**src/rtl/led_target_scorer_if.sv**
```systemverilog
`default_nettype none
// ============================================================================
// Module      : led_target_scorer_if
// Description : Control and display bundle between the game driver
//               (LFSR, tick generator, buttons) and the scorer core.
//               The master drives round control, target select and button
//               pulses. The slave (the scorer) drives LEDs, counters and state.
// Revision    : 1.0 - initial release
// ============================================================================
interface led_target_scorer_if #(
    parameter int NUM_LEDS = 3,
    parameter int SEL_W    = 2,
    parameter int SCORE_W  = 7,
    parameter int MISS_W   = 4
);
    logic                start;
    logic                change;
    logic [SEL_W-1:0]    rand_sel;
    logic [NUM_LEDS-1:0] btn;
    logic [NUM_LEDS-1:0] led;
    logic [SCORE_W-1:0]  score;
    logic [MISS_W-1:0]   misses;
    logic                game_over;
    logic [1:0]          state_o;

    modport master (
        output start, change, rand_sel, btn,
        input  led, score, misses, game_over, state_o
    );

    modport slave (
        input  start, change, rand_sel, btn,
        output led, score, misses, game_over, state_o
    );
endinterface
`default_nettype wire

```
**src/rtl/led_target_scorer.sv**
```systemverilog
`default_nettype none
// ============================================================================
// Module      : led_target_scorer
// Description : N-target reaction game core. Lights one target per change
//               pulse, scores hits, counts misses (expired or replaced
//               targets) and ends the round after MAX_MISSES misses.
//               Optional macro WRONG_PENALTY_EN: a wrong or unlit press in
//               RUN also counts as a miss and decrements the score.
// Revision    : 1.0 - initial release
// ============================================================================
module led_target_scorer #(
    parameter int NUM_LEDS    = 3,
    parameter int SEL_W       = 2,
    parameter int SCORE_W     = 7,
    parameter int MISS_W      = 4,
    parameter int TIMEOUT_CYC = 0,
    parameter int MAX_MISSES  = 0
) (
    input  logic                 clk,
    input  logic                 rst,
    led_target_scorer_if.slave   bus
);

    // The timer only needs to count 0 .. TIMEOUT_CYC-1.
    localparam int TW = (TIMEOUT_CYC > 2) ? $clog2(TIMEOUT_CYC) : 1;
    localparam logic [TW-1:0]      TMO_LAST  = TW'((TIMEOUT_CYC > 0) ? TIMEOUT_CYC - 1 : 0);
    localparam logic [SCORE_W-1:0] SCORE_MAX = '1;
    localparam logic [MISS_W-1:0]  MISS_MAX  = '1;

    typedef enum logic [1:0] {
        IDLE = 2'd0,
        RUN  = 2'd1,
        HOLD = 2'd2,
        OVER = 2'd3
    } state_t;

    state_t              state_q, state_d;
    logic [NUM_LEDS-1:0] led_q, led_d;
    logic [SCORE_W-1:0]  score_q, score_d;
    logic [MISS_W-1:0]   misses_q, misses_d;
    logic                over_q, over_d;
    logic [TW-1:0]       timer_q, timer_d;

    logic                hit;
    logic                expired;
    logic                replaced;
    logic                wrong;
    logic                miss;
    logic                sel_ok;
    logic [NUM_LEDS-1:0] led_new;

    // RUN events, all judged against the LED pattern lit before the edge.
    assign hit      = |(bus.btn & led_q);
    assign expired  = (led_q != '0) && (TIMEOUT_CYC != 0) && (timer_q == TMO_LAST) && !hit;
    assign replaced = bus.change && (led_q != '0) && !hit && !expired;
`ifdef WRONG_PENALTY_EN
    assign wrong    = (bus.btn != '0) && !hit;
`else
    assign wrong    = 1'b0;
`endif
    // A single miss flag keeps coincident events to one increment.
    assign miss     = expired || replaced || wrong;

    // Out-of-range selects (possible when NUM_LEDS is not a power of two) blank the LEDs.
    assign sel_ok   = (32'(bus.rand_sel) < NUM_LEDS);
    assign led_new  = sel_ok ? (NUM_LEDS'(1) << bus.rand_sel) : '0;

    // Next-state and next-output logic for the round FSM.
    always_comb begin
        state_d  = state_q;
        led_d    = led_q;
        score_d  = score_q;
        misses_d = misses_q;
        over_d   = over_q;
        timer_d  = timer_q;

        case (state_q)
            IDLE: begin
                if (bus.start) begin
                    state_d = RUN;
                end
            end

            RUN: begin
                if (!bus.start) begin
                    // Stopping beats every game event in the same cycle.
                    state_d = HOLD;
                    led_d   = '0;
                    timer_d = '0;
                end else begin
                    if ((led_q != '0) && (TIMEOUT_CYC != 0)) begin
                        timer_d = timer_q + 1'b1;
                    end else begin
                        timer_d = '0;
                    end

                    if (hit) begin
                        led_d   = led_q & ~bus.btn;
                        timer_d = '0;
                        if (score_q != SCORE_MAX) begin
                            score_d = score_q + 1'b1;
                        end
                    end else if (wrong) begin
                        if (score_q != '0) begin
                            score_d = score_q - 1'b1;
                        end
                    end

                    if (expired) begin
                        led_d   = '0;
                        timer_d = '0;
                    end

                    if (miss && (misses_q != MISS_MAX)) begin
                        misses_d = misses_q + 1'b1;
                    end

                    // A new target overrides any clear from hit or expiry.
                    if (bus.change) begin
                        led_d   = led_new;
                        timer_d = '0;
                    end

                    if (miss && (MAX_MISSES != 0) && (32'(misses_d) == MAX_MISSES)) begin
                        state_d = OVER;
                        led_d   = '0;
                        timer_d = '0;
                        over_d  = 1'b1;
                    end
                end
            end

            HOLD: begin
                if (bus.start) begin
                    state_d  = RUN;
                    score_d  = '0;
                    misses_d = '0;
                    led_d    = '0;
                    timer_d  = '0;
                end
            end

            OVER: begin
                led_d  = '0;
                over_d = 1'b1;
                if (!bus.start) begin
                    state_d = HOLD;
                    over_d  = 1'b0;
                end
            end

            default: begin
                state_d = IDLE;
            end
        endcase
    end

    // State and output registers; every output comes straight from a flop.
    always_ff @(posedge clk or posedge rst) begin
        if (rst) begin
            state_q  <= IDLE;
            led_q    <= '0;
            score_q  <= '0;
            misses_q <= '0;
            over_q   <= 1'b0;
            timer_q  <= '0;
        end else begin
            state_q  <= state_d;
            led_q    <= led_d;
            score_q  <= score_d;
            misses_q <= misses_d;
            over_q   <= over_d;
            timer_q  <= timer_d;
        end
    end

    assign bus.led       = led_q;
    assign bus.score     = score_q;
    assign bus.misses    = misses_q;
    assign bus.game_over = over_q;
    assign bus.state_o   = state_q;

endmodule
`default_nettype wire

```
**src/flat_wrapper.sv**
```systemverilog
// flat-port wrapper written by rule: the top's interface ports become plain ports
module led_target_scorer_flat 
#(
    parameter int NUM_LEDS    = 3,
    parameter int SEL_W       = 2,
    parameter int SCORE_W     = 7,
    parameter int MISS_W      = 4,
    parameter int TIMEOUT_CYC = 0,
    parameter int MAX_MISSES  = 0
)
  (clk, rst, bus_start, bus_change, bus_rand_sel, bus_btn, bus_led, bus_score, bus_misses, bus_game_over, bus_state_o);
  led_target_scorer_if #(.NUM_LEDS(NUM_LEDS), .SEL_W(SEL_W), .SCORE_W(SCORE_W), .MISS_W(MISS_W)) bus_i ();
  input  logic clk;
  input  logic rst;
  input wire logic [$bits(bus_i.start)-1:0] bus_start;
  input wire logic [$bits(bus_i.change)-1:0] bus_change;
  input wire logic [$bits(bus_i.rand_sel)-1:0] bus_rand_sel;
  input wire logic [$bits(bus_i.btn)-1:0] bus_btn;
  output wire logic [$bits(bus_i.led)-1:0] bus_led;
  output wire logic [$bits(bus_i.score)-1:0] bus_score;
  output wire logic [$bits(bus_i.misses)-1:0] bus_misses;
  output wire logic [$bits(bus_i.game_over)-1:0] bus_game_over;
  output wire logic [$bits(bus_i.state_o)-1:0] bus_state_o;
  assign bus_i.start = bus_start;
  assign bus_i.change = bus_change;
  assign bus_i.rand_sel = bus_rand_sel;
  assign bus_i.btn = bus_btn;
  assign bus_led = bus_i.led;
  assign bus_score = bus_i.score;
  assign bus_misses = bus_i.misses;
  assign bus_game_over = bus_i.game_over;
  assign bus_state_o = bus_i.state_o;
  led_target_scorer #(.NUM_LEDS(NUM_LEDS), .SEL_W(SEL_W), .SCORE_W(SCORE_W), .MISS_W(MISS_W), .TIMEOUT_CYC(TIMEOUT_CYC), .MAX_MISSES(MAX_MISSES)) u_core (.clk(clk), .rst(rst), .bus(bus_i));
endmodule
```
**config.mk**
```make
export PLATFORM = sky130hd
export DESIGN_NAME = led_target_scorer_flat
export DESIGN_NICKNAME = d
export VERILOG_FILES = /design/src/rtl/led_target_scorer_if.sv /design/src/rtl/led_target_scorer.sv /design/src/flat_wrapper.sv
export SDC_FILE = /design/constraint.sdc
export NUM_CORES = 1
export LEC_CHECK = 0
export CORE_MARGIN = 3
export CORE_UTILIZATION = 35
export CTS_BUF_LIST = sky130_fd_sc_hd__clkbuf_4 sky130_fd_sc_hd__clkbuf_8
export DETAILED_ROUTE_END_ITERATION = 12
export PLACE_DENSITY_LB_ADDON = 0.12
export SYNTH_ARGS = -nofsm -noshare
export SYNTH_HDL_FRONTEND = slang
export SYNTH_SLANG_ARGS = --single-unit
```
**constraint.sdc**
```tcl
create_clock -name clk -period 1.7 [get_ports clk]
set_input_delay 0.255 -clock clk [delete_from_list [all_inputs] [get_ports clk]]
set_output_delay 0.255 -clock clk [all_outputs]
set_load 0.01 [all_outputs]
```
Word-level counts from Yosys, hierarchy flattened:

Index checks and enable logic that the tools add are counted.

* register bits after elaboration: 17
* input port bits: 9
* output and inout port bits: 17
* logic and storage cells: 59

* $add $sub $neg: 2
* magnitude comparators: 1
* equality and inequality tests: 13
* shifts and indexed selects: 1
* mux-type cells: 19
* bitwise gates (word level): 3
* reductions and logical operators: 15

Operators with widths (number)
* two-way mux 7 bit: 4
* two-way mux 3 bit: 5
* case mux 7 bit (2 select lines): 1
* two-way mux 4 bit: 3
* case mux 3 bit (3 select lines): 1
* != test 2 x 1 -> 1 bit, second input constant: 4
* case mux 4 bit (2 select lines): 1
* adder 7 x 1 -> 7 bit, second input constant: 1
* != test 7 bit, second input constant: 1
* AND 3 bit: 2
* != test 2 bit, second input constant: 3
* nonzero test 3 bit: 2
* AND reduction 5 bit: 1
* adder 4 x 1 -> 4 bit, second input constant: 1
* equality test 2 bit, second input constant: 2
* two-way mux 2 bit: 2
* != test 4 x 3 -> 1 bit, second input constant: 1
* != test 4 bit, second input constant: 1
* case mux 2 bit (2 select lines): 1
* AND reduction 4 bit: 1
* OR reduction 2 bit: 2
* logical AND 1 bit: 3
* NOT 3 bit: 1
* AND reduction 3 bit: 1
* 9 further kinds: 9

Depth between registers and ports, before layout:

Gate-level depths: netlist (run 1).

* word-level depth: 8
* gate-level depth with buffers: 6
* gate-level depth less buffers: 5

Worst setup path before layout (run 1):

OpenSTA, ideal clock, no wires.

* kind: register -> register
* from: register u_core.score_q[0] (netlist: u_core.bus.score[0])
* to: register u_core.score_q[5] (netlist: u_core.bus.score[5])
* setup time: 122 ps
* arrival time: 1756 ps
* required time: 1578 ps
* path slack: -178 ps
* cell stages (with the launch flop): 7
* path buffers: 1
* cell sequence: dfrtp_1 ha_1 nand3_1 or4_4 and2_1 buf_6 a32o_1

* cells in the longest elaborated chain, start to end: 5

RTL lines
* start: declaration: RTL line led_target_scorer.sv:39 `logic [SCORE_W-1:0] score_q, score_d;`
* start signal: assignment: RTL line led_target_scorer.sv:170 `score_q <= score_d;`
* adder 7 x 1 -> 7 bit: RTL line led_target_scorer.sv:101 `score_d = score_q + 1'b1;`
* two-way mux 7 bit: RTL line led_target_scorer.sv:100 `if (score_q != SCORE_MAX) begin`
* two-way mux 7 bit: RTL line led_target_scorer.sv:97 `if (hit) begin`
* two-way mux 7 bit: RTL line led_target_scorer.sv:85 `if (!bus.start) begin`
* case mux 7 bit (2 select lines): RTL line led_target_scorer.sv:77 `case (state_q)`

Parallel ways exist; a longest one is shown, timed or not. The select of a mux whose other input is x is not followed.
A chain may end at the register's enable or synchronous reset.

Final worst setup path (run 1):

* from: register u_core.state_q[1] (netlist: u_core.bus.state_o[1])
* to: output bus_state_o[1]

RTL lines
* start: declaration: RTL line led_target_scorer.sv:37 `state_t state_q, state_d;`
* start signal: assignment: RTL line led_target_scorer.sv:168 `state_q <= state_d;`
* end: declaration: RTL line flat_wrapper.sv:23 `output wire logic [$bits(bus_i.state_o)-1:0] bus_state_o;`

No word-level cell between the ends.

==> impl_metrics.ini, run 1 <==
[floorplan]
rows = 18
die_w_um = 60.0
die_height_um = 60.0
core-area_sq_um = 2610
start_util = 0.391
die_area_sq_um = 3600
io-pin-count = 26

[worst_setup_path]
startpoint = u_core.bus.state_o[1]$_DFFE_PP0P_
rr_worst_depth = 4
cp_num_buf_inv = 2
r2r_setup_slack_ps = 70
crit_cells = 2
slowest_stage = clkdlybuf4s50_1
setup.worst_path.end = bus_state_o[1]
worstPathCellList = buf_4 -> clkdlybuf4s50_1
setup.worst_path.class = reg2out
crit_arrival_ps = 1380
start_kind = register
rr_endpoint = u_core.bus.score[5]$_DFFE_PP0P_
slowest_delay_ps = 530
cp.required_ps = 1440
r2r-start = u_core.bus.state_o[1]$_DFFE_PP0P_
crit_family = buffers and inverters
cp-end-kind = output pin
crit_fanout = 5

[global_route]
grt_pass1_vias = 1020
met1_usage = 0.213
top_usage_layer = met2
grt_pass1_wl_um = 4410
grt_use_met3 = 0.0194
antenna_found_initial = 0
met2_usage = 0.267
grt_max_degree = 18
grtUsageTotal = 0.159
overflow = 0

[yosys]
ys_types = 42
synth-edff-count = 0
synth_flop_cell = dfrtp_1
synth_seq_cells = 17
synth_top_area_share = 0.417
synth_area_leader_cell = dfrtp_1
synth_most_common_cell = dfrtp_1
syn-num-nets = 121
yosys-top-cells-count = dfrtp_1, nand3_1, nand2_1, o21ai_0
syn_avg_cell_area_sq_um = 9.28
ys_warn_count = 0
synth_area_leaders = dfrtp_1, nand3_1, o21ai_0, nand2_1, ha_1
ys_seq_area_frac = 0.417
async_flop_share = 1.00
synthCells = 110
synth.cell_area_sq_um = 1020

[power]
pwr-share-clk = 0.187
leakage_nw = 0.631
switching_power_w = 0.000419
sw_frac_of_total = 0.324
seqPwrFrac = 0.399
power.density_nw_per_um2 = 858
power_w = 0.00129
p_comb_frac = 0.414
p_int_w = 0.000873
vdd_ir_drop_max_mv = 0.628

[detailed_routing]
viasPerCell = 5.63
dr.pass1.iters = 4
route.detailed.drc = 0
wl_per_cell_um = 14.3
drt-total-wl_um = 2650
dr_total_vias = 1041
drt_iter0_markers = 32
drt.antenna.violating_nets = 0

[sta]
finalMaxSlewViolations = 0
slew_headroom = 0.735
worstMarginPinSlew_ps = 392
setup_violations = 0
fin_crit_ps = 1630
setup_tns_ps = 0
hold_viol_final = 0
rsz0062_at_grt = no
period_share = 0.960
fmax_mhz = 613
clock_skew_ps = 3.45

[cells_and_area]
stdcell_area_sq_um = 1510
final_nets = 167
drive_gt1_frac = 0.258
areaGrowthSynthToFinish_pct = 47.4
antenna_cells = 0

[cts]
clk_path_buf_depth = 2
cts_buffers = 3
cts_root_buf = clkbuf_4
clkLatencyLatePin_ps = 290
clkTransAtPathRegs_ps = 100
cts_tree = built
htree_levels = 1
cts_sinks = 17

[place]
numPortBuffers = 25
placed_area_sq_um = 1430
dpl.hpwl_um = 2030
globalplace.congestion = 0.764

[status]
status = completed

[run]
drv_cap = 0

[min_path]
hp-class = in2async
## worst min-delay path, stage by stage
cell and delay [ps]:
clkdlybuf4s50_1 390, inv_1 50, buf_4 240
## per-layer routing
layer  share of wire  vias to the layer above
li1                -                      497
met1            0.47                      510
met2            0.48                       32
met3           0.045                        2
met4          0.0072                        0
met5               0                        -
## state kept, by name, summed over array words and instances, names as in the netlist
name,count
u_core.bus.score,7
u_core.bus.led,3
u_core.bus.game_over,1
u_core.bus.misses,4
u_core.bus.state_o,2
## how the worst min path moves through the flow
stage	slack, ps	end	depth (start not counted)
2_1_floorplan	180	u_core.bus.game_over$_DFFE_PP0P_	1
3_5_place_dp	480	u_core.bus.game_over$_DFFE_PP0P_	2
4_1_cts	270	u_core.bus.led[0]$_DFFE_PP0P_	3
5_1_grt	300	u_core.bus.misses[0]$_DFFE_PP0P_	3
6_report	260	u_core.bus.led[0]$_DFFE_PP0P_	3
3_3_place_gp	460	u_core.bus.game_over$_DFFE_PP0P_	2
## metrics by stage
stage | setup slack [ps] | utilization | std cells | hold slack, ps
after detailed placement | -169 | 0.547 | 180 | 482
after global routing | 3.16 | 0.576 | 185 | 302
after CTS | 28.0 | 0.558 | 184 | 269
after global placement | -111 | 0.547 | 180 | 465
final | 67.9 | 0.576 | 185 | 260
after floorplan | -136 | - | 110 | 181
## power groups by stage
stage,combinational (W),sequential [W],clock (W)
6_report,0.000535,0.000516,0.000241
5_1_grt,0.000598,0.000528,0.000259
4_1_cts,0.000517,0.000506,0.000245
3_5_place_dp,0.000517,0.000514,0
3_3_place_gp,0.000502,0.000512,0
2_1_floorplan,0.000199,0.000558,0
## cell type report
type / instances / area, sq um
multi-input cells: 81 / 576
repair buffers: 47 / 414
well taps: 30 / 37.5
inverters: 6 / 22.5
clock buffers: 4 / 30.0
flip-flops and latches: 17 / 425
fillers: 237 / 1110
## logic make-up (layout without fill, tap and decap cells)
| group | after synthesis | after routing | share of synthesized area |
|---|---|---|---|
| simple gates | 49 | 49 | 0.267 |
| compound gates | 27 | 27 | 0.201 |
| flops | 17 | 17 | 0.417 |
| buf+inv | 12 | 57 | 0.0625 |
| fa+ha+maj | 2 | 2 | 0.0245 |
| mux | 2 | 2 | 0.0196 |
| xor+xnor | 1 | 1 | 0.00858 |
## cell usage in the layout, fill, tap and decap left out, types with 2 or more instances in the layout
| cell type | synthesis | layout |
|---|---|---|
| dfrtp_1 | 17 | 17 |
| nor3_1 | 3 | 3 |
| nand3_1 | 11 | 9 |
| a32o_1 | 2 | 2 |
| nor2_1 | 6 | 6 |
| nand3_2 | 0 | 2 |
| o31ai_1 | 2 | 2 |
| nand2b_1 | 3 | 3 |
| nand2_1 | 10 | 10 |
| a2bb2oi_1 | 2 | 2 |
| mux2i_1 | 2 | 2 |
| inv_1 | 6 | 6 |
| buf_4 | 1 | 22 |
| clkbuf_4 | 0 | 4 |
| clkdlybuf4s50_1 | 0 | 24 |
| o21ai_0 | 9 | 9 |
| nand3b_1 | 2 | 2 |
## what timing repair did
action / 4_1_cts / 5_1_grt
setup buffers: 0 / 1
endpoints found under the setup margin: 1 / 6
gates resized for setup: 1 / 6
pin swaps: 0 / 1
hold buffers: 0 / 0
No activity file was read; power rests on OpenSTA's default activity.
==> inputs of run 2 (changes only) <==
==> constraint.sdc (replaced) <==
create_clock -name clk -period 2.05 [get_ports clk]
set_input_delay 0.3075 -clock clk [delete_from_list [all_inputs] [get_ports clk]]
set_output_delay 0.3075 -clock clk [all_outputs]
set_load 0.01 [all_outputs]
==> run 2 against run 1 <==
Against the previous run:
- setup slack better by 72 ps
- final area decreased by 10%
- critical path depth increased by 3
- largest cell class unchanged
- largest power group is now sequential cells
==> impl_metrics.ini, run 2 (synthesis results as in run 1) <==
[cts]
hold_buffers = 0
htree_levels = 1
cts_buffers = 3
clk_path_buf_depth = 2
cts_root_buf = clkbuf_4
cts_sinks = 17
cts_tree = built
clkTransAtPathRegs_ps = 100
cts_resized = 0
clkLatencyLatePin_ps = 290

[worst_setup_path]
crit_fanout = 5
slowest_stage = or4_4
cp.required_ps = 2230
crit_arrival_ps = 2090
worstPathCellList = ha_1 -> nand3_1 -> or4_4 -> and2_1 -> a32o_1
slowest_delay_ps = 540
start_kind = register
setup.worst_path.class = reg2reg
cp-end-kind = register

[cells_and_area]
drive_gt1_frac = 0.129
multiInputGateArea_sq_um = 532
regArea_sq_um = 425
fillers = 268
final_nets = 152
largest_register_ffs = 7
stdcell_area_sq_um = 1350
final_common_cell = clkdlybuf4s50_1
antenna_cells = 0
final_cell_mix = clkdlybuf4s50_1, dfrtp_1, nand3_1
utilization = 0.517
areaGrowthSynthToFinish_pct = 32.2

[sta]
worstMarginPinSlew_ps = 886
period_share = 0.932
finalMaxSlewViolations = 0
setup_violations = 0
slew_headroom = 0.400
hold_viol_final = 0
setup_tns_ps = 0
fin_crit_ps = 1910
fmax_mhz = 523
clock_skew_ps = 4.03
rsz0062_at_grt = no

[floorplan]
die_area_sq_um = 3600
die_height_um = 60.0
core-area_sq_um = 2610
start_util = 0.391
die_w_um = 60.0
io-pin-count = 26
rows = 18

[detailed_routing]
drt.antenna.violating_nets = 0
wl_per_cell_um = 14.5
route.detailed.drc = 0
dr_total_vias = 930
viasPerCell = 5.47
dr.pass1.iters = 4
drt-total-wl_um = 2460
drt_iter0_markers = 17

[place]
dpl.hpwl_um = 1930
placed_area_sq_um = 1310
numPortBuffers = 25
globalplace.congestion = 0.789

[power]
power.density_nw_per_um2 = 730
vdd_ir_drop_max_mv = 0.453
leakage_nw = 0.555

[run]
drv_cap = 0

[global_route]
grt_pass1_vias = 939
grt_pass1_wl_um = 4170
antenna_found_initial = 0
grt_max_degree = 18
grtUsageTotal = 0.153
overflow = 0

[min_path]
hp-class = in2async

[status]
status = completed
==> run 2: changes by cell type in the layout (fill, tap and decap cells not counted), sizes merged <==
cell / change
buf: -15
clkdlybuf4s50: +1
dlygate4sd2: -1
==> run 2: metal layers <==
metal | vias to the layer above | part of all wire | GRT usage
li1 | 465 | - | -
met1 | 439 | 0.46 | 0.201
met2 | 24 | 0.48 | 0.242
met3 | 2 | 0.052 | 0.0518
met4 | 0 | 0.0045 | 0.0316
met5 | - | 0 | 0
==> run 2: metrics by stage <==
stage | power [W] | setup WS, ps | instances | hold WS, ps
5_1_grt | 0.00106 | 39.2 | 170 | 445
3_5_place_dp | 0.000783 | 103 | 164 | 483
4_1_cts | 0.000983 | 83.1 | 168 | 419
6_report | 0.000985 | 140 | 170 | 391
3_3_place_gp | 0.000777 | 153 | 164 | 510
2_1_floorplan | 0.000624 | 172 | 110 | 234
==> run 2: path summary, 6_finish.rpt <==
kind                       cells after the start                             start                                to  slack, ps
max in group asynchronous                      2                               rst   u_core.bus.score[6]$_DFFE_PP0P_       1240
min reg2reg                                    2  u_core.bus.game_over$_DFFE_PP0P_  u_core.bus.game_over$_DFFE_PP0P_        500
max reg2reg                                    5   u_core.bus.score[1]$_DFFE_PP0P_   u_core.bus.score[5]$_DFFE_PP0P_        140
max                                            5   u_core.bus.score[1]$_DFFE_PP0P_   u_core.bus.score[5]$_DFFE_PP0P_        140
min                                            2                               rst     u_core.bus.led[1]$_DFFE_PP0P_        390
min in group clk                               2  u_core.bus.game_over$_DFFE_PP0P_  u_core.bus.game_over$_DFFE_PP0P_        500
==> run 2: power by group <==
part	switching [W]	internal [W]
clock network	0.000106	0.0000889
logic	0.000147	0.000196
registers	0.0000632	0.000383
==> run 2: cell type report <==
type / count / share of cell area
Sequential cell: 17 / 0.315
Inverter: 6 / 0.0167
Tap cell: 30 / 0.0278
Clock buffer: 4 / 0.0222
Multi-Input combinational cell: 81 / 0.394
Timing Repair Buffer: 32 / 0.224
==> run 2: repair_timing <==
item,in CTS,in global routing
endpoints found under the hold margin,0,0
endpoints found under the setup margin,0,1
setup buffers,0,2
==> run 2: worst max-delay path: cells and delay by family, from the launching register on <==
| family | cells | cell delay, ps |
|---|---|---|
| flip-flops | 1 | 410 |
| AND/OR/NAND/NOR | 3 | 920 |
| adder cells (fa/ha/maj) | 1 | 200 |
| AO/OA/AOI/OAI | 1 | 270 |
==> inputs of run 3 (changes only) <==
--- a/config.mk
+++ b/config.mk
@@ -9,7 +9,8 @@
 export CORE_UTILIZATION = 35
 export CTS_BUF_LIST = sky130_fd_sc_hd__clkbuf_4 sky130_fd_sc_hd__clkbuf_8
 export DETAILED_ROUTE_END_ITERATION = 12
-export PLACE_DENSITY_LB_ADDON = 0.12
+export PLACE_DENSITY_LB_ADDON = 0.1
+export SKIP_CTS_REPAIR_TIMING = 1
 export SYNTH_ARGS = -nofsm -noshare
 export SYNTH_HDL_FRONTEND = slang
 export SYNTH_SLANG_ARGS = --single-unit
==> run 3 against run 2 <==
Against the previous run:
- critical path depth did not move
- total power fell by 1.5%
- critical path type unchanged
- via count rose by 1.4%
- largest cell class unchanged
- non-clock buffer count fell by 1
- critical endpoint unchanged
- register-to-register slack got worse by 30 ps
==> impl_metrics.ini, run 3 (synthesis results as in run 1) <==
[floorplan]
die_w_um = 60.0
io-pin-count = 26
rows = 18
start_util = 0.391
core-area_sq_um = 2610
die_area_sq_um = 3600
die_height_um = 60.0

[cells_and_area]
final_nets = 151
drive_gt1_frac = 0.129
largest_register_ffs = 7
final_common_cell = clkdlybuf4s50_1
antenna_cells = 0
areaGrowthSynthToFinish_pct = 31.7
final_cell_mix = clkdlybuf4s50_1, dfrtp_1, nand2_1, nand3_1, o21ai_0

[run]
drv_cap = 0

[detailed_routing]
drt.antenna.violating_nets = 0
viasPerCell = 5.58
wl_met3_um = 118
wl_per_cell_um = 14.3
wl_met1_um = 1160
drt-total-wl_um = 2410
routed-wl-met2_um = 1100
route.detailed.drc = 0
dr.pass1.iters = 4
dr_total_vias = 943
drt_iter0_markers = 42
highest_layer = met4

[sta]
slew_headroom = 0.446
clock_skew_ps = 7.02
rsz0062_at_grt = no
setup_tns_ps = 0
period_share = 0.949
setup_violations = 0
fmax_mhz = 514
worstMarginPinSlew_ps = 818
fin_crit_ps = 1950
finalMaxSlewViolations = 0
hold_viol_final = 0

[worst_setup_path]
setup.worst_path.class = reg2reg
cp-end-kind = register
crit_fanout = 5
start_kind = register
crit_arrival_ps = 2140
cp.required_ps = 2240

[global_route]
grt_max_degree = 18
grtUsageTotal = 0.141
grt_pass1_vias = 866
overflow = 0
antenna_found_initial = 0
grt_pass1_wl_um = 3750

[cts]
clkLatencyLatePin_ps = 300
htree_levels = 1
clk_path_buf_depth = 2
cts_root_buf = clkbuf_4
cts_buffers = 3
clkTransAtPathRegs_ps = 110
cts_sinks = 17
cts_tree = built

[power]
p_int_w = 0.000646
pwr-share-clk = 0.194
vdd_ir_drop_max_mv = 0.459
leakage_nw = 0.550
p_comb_frac = 0.346
sw_frac_of_total = 0.335
switching_power_w = 0.000325
power.density_nw_per_um2 = 722
seqPwrFrac = 0.459
power_w = 0.000970

[place]
numPortBuffers = 25
globalplace.congestion = 0.757
dpl.hpwl_um = 1800

[status]
status = completed

[min_path]
hp-class = in2async
-- run 3: cell count changes in the layout (fill, tap and decap cells not counted) --
| cell | delta |
|---|---|
| nand3_1 | -1 |
| clkinv_2 | +1 |
| buf_4 | -1 |
| clkbuf_4 | -1 |
| nand3_2 | +1 |
-- run 3: layout make-up --
type / count / area, sq um
flip-flops and latches: 17 / 425
multi-input cells: 81 / 537
clock buffers: 3 / 22.5
repair buffers: 31 / 295
well taps: 30 / 37.5
fillers: 268 / 1270
inverters: 6 / 22.5
clock inverters: 1 / 5.00
-- run 3: power by group through the flow --
stage,clock [W],sequential (W),combinational (W)
2_1_floorplan,0,0.000462,0.000162
3_3_place_gp,0,0.000452,0.000324
3_5_place_dp,0,0.000455,0.000324
4_1_cts,0.000196,0.000448,0.000325
5_1_grt,0.000210,0.000455,0.000374
6_report,0.000189,0.000446,0.000336
-- run 3: through the flow --
step	hold WS [ps]	std cells	worst slack, ps	utilization	area, sq um
floorplan	234	110	172	-	1020
global placement	474	164	142	0.500	1310
detailed placement	481	164	123	0.500	1310
CTS	396	168	71.8	0.510	1330
global route	421	169	14.7	0.515	1350
finish	378	169	105	0.515	1350
-- run 3: final timing paths --
path                                                   from                          endpoint  slack, ps  depth (start not counted)
max                         u_core.bus.score[1]$_DFFE_PP0P_   u_core.bus.score[5]$_DFFE_PP0P_        100                          5
min                                                     rst     u_core.bus.led[0]$_DFFE_PP0P_        380                          2
max reg2reg                 u_core.bus.score[1]$_DFFE_PP0P_   u_core.bus.score[5]$_DFFE_PP0P_        100                          5
min reg2reg                u_core.bus.game_over$_DFFE_PP0P_  u_core.bus.game_over$_DFFE_PP0P_        510                          2
max in group asynchronous                               rst   u_core.bus.score[3]$_DFFE_PP0P_       1250                          2
min in group clk           u_core.bus.game_over$_DFFE_PP0P_  u_core.bus.game_over$_DFFE_PP0P_        510                          2
-- run 3: per-layer routing --
| metal | global-route usage | up-vias |
|---|---|---|
| met4 | 0.0633 | 0 |
| met5 | 0 | - |
| met3 | 0.0389 | 5 |
| met2 | 0.225 | 25 |
| li1 | - | 465 |
| met1 | 0.177 | 448 |
-- run 3: worst max-delay path: stages, from the launching register on --
cell	delay, ps
dfrtp_1	410
ha_1	230
nand3_2	130
or4_4	540
and2_1	250
a32o_1	270
